$ cat config.mk
export PLATFORM = sky130hd
export DESIGN_NAME = obuft_shift_driver
export DESIGN_NICKNAME = d
export VERILOG_FILES = /design/src/rtl/obuft_shift_driver.sv
export SDC_FILE = /design/constraint.sdc
export NUM_CORES = 1
export LEC_CHECK = 0
export ABC_CLOCK_PERIOD_IN_PS = 1640
export CORE_AREA = 2 2 45 47
export CTS_BUF_LIST = sky130_fd_sc_hd__clkbuf_2 sky130_fd_sc_hd__clkbuf_4 sky130_fd_sc_hd__clkbuf_8
export CTS_CLUSTER_DIAMETER = 50
export CTS_CLUSTER_SIZE = 25
export DETAILED_ROUTE_END_ITERATION = 16
export DIE_AREA = 0 0 47 49
export PLACE_DENSITY = 0.77
export SYNTH_ARGS = -nofsm -noshare
export SYNTH_HDL_FRONTEND = slang
export SYNTH_SLANG_ARGS = --single-unit
$ cat constraint.sdc
create_clock -name C -period 1.64 [get_ports C]
set_input_delay 0.328 -clock C [delete_from_list [all_inputs] [get_ports C]]
set_output_delay 0.328 -clock C [all_outputs]
set_load 0.01 [all_outputs]
$ cat src/rtl/obuft_shift_driver.sv
// -----------------------------------------------------------------------------
// obuft_shift_driver
//
// Parallel-to-serial driver feeding the I/T pins of a tri-state output buffer
// on a half-duplex single-wire pin. A word accepted over the READY/LOAD
// handshake is sent as one frame:
//   LEAD*DIV cycles of IDLE_LVL, WIDTH bits MSB-first (DIV cycles each),
//   TAIL*DIV cycles of IDLE_LVL.
// Outside a frame the pin is released (T=1) and I rests at IDLE_LVL.
//
// Handshake: a word is taken on any rising edge of C where READY=1 and
// LOAD=1. READY is high only while idle. LOAD seen while READY=0 is dropped:
// there is no queuing and no error flag. The cycle that carries the DONE
// pulse is itself idle, so a new LOAD there is accepted. This gives the
// minimum one-cycle high-Z turnaround between frames.
//
// Ports:
//   C     in   clock, rising edge
//   R     in   synchronous active-high reset; overrides LOAD
//   D     in   frame data, sampled at acceptance
//   LOAD  in   request to start a frame
//   READY out  idle, LOAD will be accepted
//   BUSY  out  frame in progress (pin driven)
//   DONE  out  one-cycle pulse on the first idle cycle after a frame
//   I     out  buffer data input
//   T     out  buffer tri-state control (1 = high-Z)
// -----------------------------------------------------------------------------
module obuft_shift_driver #(
  parameter int   WIDTH    = 8,
  parameter int   DIV      = 4,
  parameter int   LEAD     = 1,
  parameter int   TAIL     = 1,
  parameter logic IDLE_LVL = 1'b1
) (
  input  logic             C,
  input  logic             R,
  input  logic [WIDTH-1:0] D,
  input  logic             LOAD,
  output logic             READY,
  output logic             BUSY,
  output logic             DONE,
  output logic             I,
  output logic             T
);

  localparam int DW    = (DIV > 1) ? $clog2(DIV) : 1;
  localparam int MAXP0 = (WIDTH > LEAD) ? WIDTH : LEAD;
  localparam int MAXP  = (MAXP0 > TAIL) ? MAXP0 : TAIL;
  localparam int CW    = $clog2(MAXP + 1);

  localparam logic [DW-1:0] DIV_LAST   = DW'(DIV - 1);
  localparam logic [CW-1:0] LEAD_LAST  = CW'((LEAD > 0) ? LEAD - 1 : 0);
  localparam logic [CW-1:0] WIDTH_LAST = CW'(WIDTH - 1);
  localparam logic [CW-1:0] TAIL_LAST  = CW'((TAIL > 0) ? TAIL - 1 : 0);

  typedef enum logic [1:0] {
    ST_IDLE  = 2'd0,
    ST_LEAD  = 2'd1,
    ST_SHIFT = 2'd2,
    ST_TAIL  = 2'd3
  } state_t;

  state_t           state_q, state_d;
  logic [WIDTH-1:0] sr_q, sr_d;
  logic [DW-1:0]    div_q, div_d;
  logic [CW-1:0]    cnt_q, cnt_d;
  logic             done_d;
  logic             period_end;
  logic             t_d;
  logic             i_d;

  // Last clock cycle of the current bit period.
  assign period_end = (div_q == DIV_LAST);

  always_comb begin
    state_d = state_q;
    sr_d    = sr_q;
    div_d   = div_q;
    cnt_d   = cnt_q;
    done_d  = 1'b0;

    case (state_q)
      ST_IDLE: begin
        div_d = '0;
        cnt_d = '0;
        if (LOAD) begin
          sr_d    = D;
          state_d = (LEAD > 0) ? ST_LEAD : ST_SHIFT;
        end
      end

      ST_LEAD: begin
        div_d = period_end ? '0 : div_q + DW'(1);
        if (period_end) begin
          if (cnt_q == LEAD_LAST) begin
            cnt_d   = '0;
            state_d = ST_SHIFT;
          end else begin
            cnt_d = cnt_q + CW'(1);
          end
        end
      end

      ST_SHIFT: begin
        div_d = period_end ? '0 : div_q + DW'(1);
        if (period_end) begin
          sr_d = sr_q << 1;
          if (cnt_q == WIDTH_LAST) begin
            cnt_d = '0;
            if (TAIL > 0) begin
              state_d = ST_TAIL;
            end else begin
              state_d = ST_IDLE;
              done_d  = 1'b1;
            end
          end else begin
            cnt_d = cnt_q + CW'(1);
          end
        end
      end

      ST_TAIL: begin
        div_d = period_end ? '0 : div_q + DW'(1);
        if (period_end) begin
          if (cnt_q == TAIL_LAST) begin
            cnt_d   = '0;
            state_d = ST_IDLE;
            done_d  = 1'b1;
          end else begin
            cnt_d = cnt_q + CW'(1);
          end
        end
      end

      default: begin
        state_d = ST_IDLE;
      end
    endcase

    // Pin outputs are derived from the next state so they can be flopped
    // alongside it. The pad never sees a combinational path from the inputs.
    t_d = (state_d == ST_IDLE);
    i_d = (state_d == ST_SHIFT) ? sr_d[WIDTH-1] : IDLE_LVL;
  end

  always_ff @(posedge C) begin
    if (R) begin
      state_q <= ST_IDLE;
      sr_q    <= '0;
      div_q   <= '0;
      cnt_q   <= '0;
      T       <= 1'b1;
      I       <= IDLE_LVL;
      READY   <= 1'b1;
      BUSY    <= 1'b0;
      DONE    <= 1'b0;
    end else begin
      state_q <= state_d;
      sr_q    <= sr_d;
      div_q   <= div_d;
      cnt_q   <= cnt_d;
      T       <= t_d;
      I       <= i_d;
      READY   <= t_d;
      BUSY    <= ~t_d;
      DONE    <= done_d;
    end
  end

endmodule

# After elaboration in Yosys (flattened, before gate mapping)

Cells that the tools add are included.

$add $sub $neg: 2
Equal/unequal tests: 9
Muxes and demuxes: 19
Bitwise gates (word level): 4
Reductions and logical operators: 10

Operators with widths:

| operator            | number |
|---|---|
| $mux 2              | 8 |
| $mux 4              | 4 |
| $mux 8              | 2 |
| $pmux 8 s2          | 1 |
| $pmux 4 s3          | 1 |
| $eq 2x2->1 const B  | 4 |
| $pmux 2 s4          | 1 |
| $reduce_or 3->1     | 2 |
| $add 4x1->4 const B | 1 |
| $eq 4x3->1 const B  | 1 |
| $logic_not 2->1     | 2 |
| $logic_not 4->1     | 1 |
| $ne 2x2->1 const B  | 2 |
| $not 1->1           | 4 |
| $pmux 2 s2          | 1 |
| $reduce_or 2->1     | 2 |
| $reduce_and 3->1    | 1 |
| $add 2x1->2 const B | 1 |
| $eq 2x1->1 const B  | 1 |
| $ne 2x1->1 const B  | 1 |
| $reduce_and 2->1    | 1 |
| $reduce_bool 2->1   | 1 |
| $mux 1              | 1 |

Register bits after elaboration: 20
Input bits: 11
Output and inout port bits: 5
Word-level logic and storage cells: 53

# Longest topological paths before layout

Gate-level depths: netlist of run 1.

Depth after elaboration: 7
Depth in mapped cells: 7

# Worst setup path after synthesis of run 1

No wires, ideal clock.

Path kind: reg2reg
From: reg cnt_q[0]
To: reg BUSY
Setup time: 133 ps
Data arrival time: 1283 ps
Required time: 1507 ps
Slack: 224 ps
Cell stages (with the launch flop): 7
Clock period less this slack: 1416 ps
Cell sequence: dfxtp_1 -> inv_1 -> ha_1 -> nand2_1 -> nor4b_4 -> mux2i_1 -> o21ai_0

Cells in the longest elaborated chain, start to end: 6
Elaborated cells on any way between the ends: 11
Classes of those cells: eq/ne: 1; mux: 7; bitwise: 1; reduce/logical: 2

Ends and longest elaborated chain:

| what                                                 | RTL line     | source |
|---|---|---|
| from (decl)                                          | 66           | `logic [CW-1:0] cnt_q, cnt_d;` |
| from (signal assigned)                               | 161          | `cnt_q <= cnt_d;` |
| $eq 4x3->1 / $logic_not 4->1 (equally long branches) | 108, 95, 125 |  |
| $mux 2, on equally long branches                     | 108, 125, 95 |  |
| $mux 2, on equally long branches                     | 106, 124, 94 |  |
| $pmux 2 s4 *                                         | 82           | `case (state_q)` |
| $logic_not 2->1 *                                    | 142          | `t_d = (state_d == ST_IDLE);` |
| $not 1->1 *                                          | 165          | `BUSY <= ~t_d;` |
| to (signal assigned)                                 | 165          |  |
| to (decl)                                            | 40           | `output logic BUSY,` |

Mark *: on every way between the ends. The rest lies on a longest branch, timed or not.
A chain may end at the register's enable or synchronous reset.

# Final worst setup path of run 1

From: reg T
To: out T

RTL lines:

| what                   | RTL line | source |
|---|---|---|
| from (decl)            | 43       | `output logic T` |
| from (signal assigned) | 162      | `T <= t_d;` |

No word-level cell between the ends.

==> metrics.md, run 1 <==
| Metric | Value |
|---|---|
| Internal power | a little over 0.8 mW |
| Slew at the pin closest to its max-slew limit | 327 ps |
| Max-slew violations | 0 |
| Max-cap violations | 0 |
| N_diodes | 0 |
| Psw | between 0.2 and 0.25 mW |
| Max H-tree Level | 1 |
| Top cell type's share of synthesized area | 0.436 |
| EDFF count, synth | 0 |
| Fin Hold WS | around 430 ps |
| RSZ-0062 raised after global routing | no |
| Clock Latency Late Sink | around 300 ps |
| Crit end category | primary output |
| Gr usage total | 0.175 |
| Most common cell in the synthesized netlist | dfxtp_1 |
| Fin area | 1140 sq um |
| Sequential element share of the synthesized area | 0.436 |
| WP depth | 1 |
| Num CTS Buffers | 3 |
| Sequential group share of total power | 0.505 |
| Grt total ovfl | 0 |
| Clock transition at path regs | about 120 ps |
| CTS tree | yes |
| Worst slack at placement | -115 ps |
| CP Max Fanout | 2 |
| Worst Reg-to-Reg Cells | 6 |
| Layout Nets | 132 |
| Drt pass-1 iters | 4 |
| Slowest stage delay, CP | about 540 ps |
| Post-Synth Adder-Cell Area | 0.0409 |
| Chip Height | 49 um |
| Layout area overhead | 24.4% |
| Synthesized area per cell | roughly 9.2 sq um |
| DRC | 0 |
| Vias in the first global route | around 710 |
| Synth unique cells | 33 |
| DRT antenna net count | 0 |
| Pwr Density | 905 nW/um^2 |
| Cells along the critical path | clkdlybuf4s50_1 |
| Clk sinks | 20 |
| Final Core Density | 0.620 |
| Ys flop type | dfxtp_1 |
| Final min period | ~1500 ps |
| Share of layout cells above drive strength 1 | 0.162 |
| Clk buf depth | 2 |
| Synth cell count leaders | dfxtp_1, nor2_1, a21oi_1, nand3_1, nor3_1 |
| Peak VDD IR | between 0.5 and 0.6 mV |
| Net Sw Frac | 0.206 |
| Mapped Cells | 100 |
| Worst path arrival time | between 1000 and 1500 ps |
| Row count | 16 |
| Starting Density | 0.499 |
| Gate power share | 0.114 |
| Initial antenna violation count | 0 |
| Crit path buf inv count | 1 |
| Final hold vios | 0 |
| Main combinational cell family by area after synthesis | simple AND/OR/NAND/NOR gates |
| Routed Wire Length | 1.77 mm |
| Synth async-reset ratio | 0 |
| Status | completed |
| Leak | about 0.43 nW |
| Fmax achieved | ~0.65 GHz |
| Slew HR | 0.779 |
| Hold Crit Class | flop to flop |
| Area fraction in compound gates after synthesis | 0.129 |
| Largest net degree at the start of global routing | 13 |
| First-pass GRT wire length | about 3.0 mm |
| Synth Area in XOR/XNOR | 0 |
| Drt wl/cell | 12.3 um |
| Critical Path Source Type | flop |
| Die area | 2300 sq um |
| Hold_buf cts | 0 |
| Placed inst area | about 1100 sq um |
| Synthesized net count | 114 |
| Via-to-Cell Ratio | 5.15 |
| Die X | between 40 and 50 um |
| Port Buffers | 15 |
| Number of I/O pins | 16 |
| Area of the core | between 1500 and 2000 sq um |
| Layout Skew | ~13 ps |
| Root Driver | clkbuf_4 |
| Worst setup path class | flop to primary output |
| Vias | ~740 |
| Routability cong. | a little under 0.8 |
| Iteration-0 DRC Markers | 7 |
| CP top delay family | buffers and inverters |
| Slowest CP cell | clkdlybuf4s50_1 |
| Synth warnings | 0 |
| Hold path depth | 1 |
| Synth Area in Simple Gates | 0.293 |
| Synth area leaders | dfxtp_1, nor2_1, ha_1 |
| Power share of the clock group | 0.382 |
| Post-Syn Area | ~920 sq um |
| Hpwl dp | around 1.4 mm |
| Worst EP required | between 1000 and 1500 ps |
| Fill cells | 161 |
| Post-synthesis mux area share | 0.0218 |
| Final setup violation count | 0 |
| Post-route setup slack | about 110 ps |
| Final period utilization | 0.931 |
| Area leader, netlist | dfxtp_1 |
| FF+latch count, synth | 20 |
-- metal layers --
| layer | track usage | wire length (um) | vias to the layer above |
|---|---|---|---|
| li1 | - | - | 383 |
| met2 | 0.308 | 960 | 9 |
| met3 | 0.0444 | 47 | 0 |
| met5 | 0 | 0 | - |
| met1 | 0.204 | 762 | 350 |
| met4 | 0.0417 | 0 | 0 |
-- what timing repair did --
item,CTS,global route
resized for setup,0,2
setup endpoints to repair,0,3
buffers inserted,0,0
-- cell type report --
class / instances / area [sq um] / share of cell area
inverters: 5 / 18.8 / 0.0164
well taps: 27 / 33.8 / 0.0296
clock buffers: 3 / 22.5 / 0.0197
multi-input cells: 68 / 449 / 0.393
flip-flops and latches: 20 / 400 / 0.350
clock inverters: 1 / 30.0 / 0.0263
repair buffers: 20 / 188 / 0.164
-- path summary, 6_finish.rpt --
check        startpoint       end  slack [ps]
min            div_q[0]  div_q[0]         430
min reg2reg    div_q[0]  div_q[0]         430
max                   T         T         110
max reg2reg    cnt_q[0]  cnt_q[0]         130
-- cells by family after synthesis --
group	Yosys count
AO/OA/AOI/OAI	19
multiplexers	2
AND/OR/NAND/NOR	44
buffers and inverters	12
adder cells (fa/ha/maj)	3
flip-flops	20
-- through the flow --
step | cells | power [mW] | TNS, ps
final | 144 | 1.03 | 0
after global routing | 144 | 1.08 | 0
after CTS | 144 | 1.04 | 0
after detailed placement | 140 | 0.650 | -325
after global placement | 140 | 0.644 | -141
after floorplan | 100 | 0.603 | 0
-- cells in the final DEF, fill, tap and decap left out, drive strengths merged, types with 2 or more instances in the layout --
| cell | count |
|---|---|
| a21oi | 7 |
| and3b | 2 |
| buf | 5 |
| clkbuf | 3 |
| clkdlybuf4s50 | 15 |
| dfxtp | 20 |
| ha | 3 |
| inv | 5 |
| mux2i | 2 |
| nand2 | 6 |
| nand2b | 2 |
| nand3 | 6 |
| nand3b | 2 |
| nor2 | 13 |
| nor3 | 6 |
| o21ai | 2 |
| o22ai | 5 |
-- registers in the layout (all words and copies together) (netlist names) --
register,cells
state_q,2
BUSY,1
sr_q,8
DONE,1
div_q,2
I,1
cnt_q,4
T,1
-- power by group through the flow --
stage          Clock, mW  Sequential (mW)  Combinational [mW]
4_1_cts            0.405            0.521               0.118
2_1_floorplan          0            0.529              0.0733
5_1_grt            0.423            0.524               0.130
3_3_place_gp           0            0.530               0.114
6_report           0.394            0.522               0.118
3_5_place_dp           0            0.532               0.118
Note: power is estimated with default switching activity, not from simulation.
==> inputs of run 2 (changes only) <==
- PLACE_DENSITY: 0.77 -> 0.87
==> metrics.md, run 2 (synthesized netlist as in run 1, its figures left out) <==
| Metric | Value |
|---|---|
| Status | completed |
| Grt total ovfl | 0 |
| Max reg flops | 8 |
| Number of I/O pins | 16 |
| DRT antenna net count | 0 |
| Gate power share | 0.133 |
| Total placed cells including tap cells | 138 |
| Slowest stage delay, CP | ~350 ps |
| Layer with the highest usage | met2 |
| Routed Wire Length | about 1.7 mm |
| Worst setup path class | flop to flop |
| Cells along the critical path | inv_1, ha_4, nand2_1, nor4b_4, mux2i_2, inv_1, nand3_1 |
| Crit path top cell by count | inv_1 |
| Final hold vios | 0 |
| Final setup violation count | 0 |
| Largest net degree at the start of global routing | 11 |
| Net Sw Frac | 0.231 |
| Fmax achieved | 0.646 GHz |
| Fin cells | ~140 |
| Vias | between 700 and 800 |
| Clock transition at path regs | roughly 100 ps |
| Top reg by flops | sr_q |
| Max-slew violations | 0 |
| CP top delay family | simple AND/OR/NAND/NOR gates |
| Leak | ~0.42 nW |
| Port Buffers | 15 |
| Vias in the first global route | about 730 |
| Most frequent cells in the layout | dfxtp_1, clkdlybuf4s50_1, nor2_1 |
| Max H-tree Level | 1 |
| Root Driver | clkbuf_4 |
| Sequential group share of total power | 0.610 |
| Clock Latency Late Sink | 290 ps |
| Routability cong. | roughly 0.78 |
| Crit path buf inv count | 2 |
| Peak VDD IR | approximately 0.49 mV |
| Final period utilization | 0.944 |
| Iteration-0 DRC Markers | 11 |
| Starting Density | 0.499 |
| Pwr Density | 763 nW/um^2 |
| Slew at the pin closest to its max-slew limit | roughly 350 ps |
| Gr usage total | 0.168 |
| Initial antenna violation count | 0 |
| Clk buf depth | 2 |
| Worst path arrival time | roughly 1800 ps |
| Max-cap violations | 0 |
| Critical Path Source Type | flop |
| DRC | 0 |
| Hold Crit Class | flop to flop |
| Psw | ~0.20 mW |
| Fin area | approximately 1100 sq um |
| M2 GR Usage | 0.290 |
| Crit end category | flop |
| Slowest CP cell | nor4b_4 |
| N_diodes | 0 |
| RSZ-0062 raised after global routing | no |
| Most common cell after layout, fill and taps aside | dfxtp_1 |
| CTS tree | yes |
| Via-to-Cell Ratio | 5.27 |
| Chip Height | ~49 um |
| Largest regs | sr_q (8), cnt_q (4) |
| Die area | 2300 sq um |
| Power share of the clock group | 0.257 |
| First-pass GRT wire length | approximately 2.8 mm |
| Hold_buf cts | 0 |
| Final min period | 1550 ps |
| Num CTS Buffers | 3 |
| Layout area overhead | 21.9% |
| Row count | 16 |
| Met1 Use GR | 0.191 |
| Hpwl dp | 1.33 mm |
| Layout Nets | roughly 130 |
| Internal power | approximately 0.66 mW |
| Clk sinks | 20 |
| Layout Skew | about 1.5 ps |
| CP Max Fanout | 3 |
| Share of layout cells above drive strength 1 | 0.183 |
| Drt wl/cell | 12.0 um |
| Worst EP required | around 1900 ps |
| Met3 Resource Use GR | 0.0222 |
| Drt pass-1 iters | 4 |
| Slew HR | 0.766 |
| Placed inst area | 1070 sq um |
| Die X | ~47 um |
| Area of the core | between 1500 and 2000 sq um |
## run 2: layer usage
metal  routed length, um  part of all wire
met2                 879              0.51
met3                  74             0.043
met4                  27             0.016
met1                 725              0.42
met5                   0                 0
## run 2: final cells by class
class / count / area [sq um]
Inverter: 5 / 18.8
Timing Repair Buffer: 19 / 180
Fill cell: 174 / 722
Multi-Input combinational cell: 68 / 462
Tap cell: 27 / 33.8
Sequential cell: 20 / 403
Clock buffer: 3 / 22.5
## run 2: power groups by stage
stage / clock [mW] / sequential (mW) / combinational (mW)
4_1_cts: 0.228 / 0.521 / 0.113
5_1_grt: 0.250 / 0.525 / 0.123
6_report: 0.220 / 0.521 / 0.113
2_1_floorplan: 0 / 0.529 / 0.0733
3_5_place_dp: 0 / 0.533 / 0.113
3_3_place_gp: 0 / 0.532 / 0.109
## run 2: final timing paths
kind | from | endpoint | slack, ps | cells after the start
max | cnt_q[1] | I | 90 | 7
min | div_q[0] | div_q[0] | 430 | 1
max reg2reg | cnt_q[1] | I | 90 | 7
min reg2reg | div_q[0] | div_q[0] | 430 | 1
## run 2: timing repair
| action | CTS | global route |
|---|---|---|
| setup buffers | 0 | 1 |
| pin swaps | 1 | 2 |
| resized for setup | 1 | 6 |
| setup endpoints to repair | 2 | 7 |
| cloned | 0 | 0 |
## run 2: metrics by stage
| step | hold WS, ps | total power, mW | setup WS (ps) | util | setup TNS (ps) |
|---|---|---|---|---|---|
| after global routing | 466 | 0.897 | 23.9 | 0.608 | 0 |
| after floorplan | 404 | 0.603 | 224 | - | 0 |
| final | 433 | 0.855 | 91.5 | 0.608 | 0 |
| after detailed placement | 424 | 0.645 | -114 | 0.582 | -378 |
| after global placement | 414 | 0.641 | -81.4 | 0.582 | -174 |
| after CTS | 439 | 0.862 | 17.2 | 0.596 | 0 |
## run 2: worst reg2reg max path: cells and delay by family, from the launching register on
kind,cells,cell delay (ps)
flops,1,330
simple gates,3,510
fa+ha+maj,1,150
mux,1,330
buf+inv,2,180
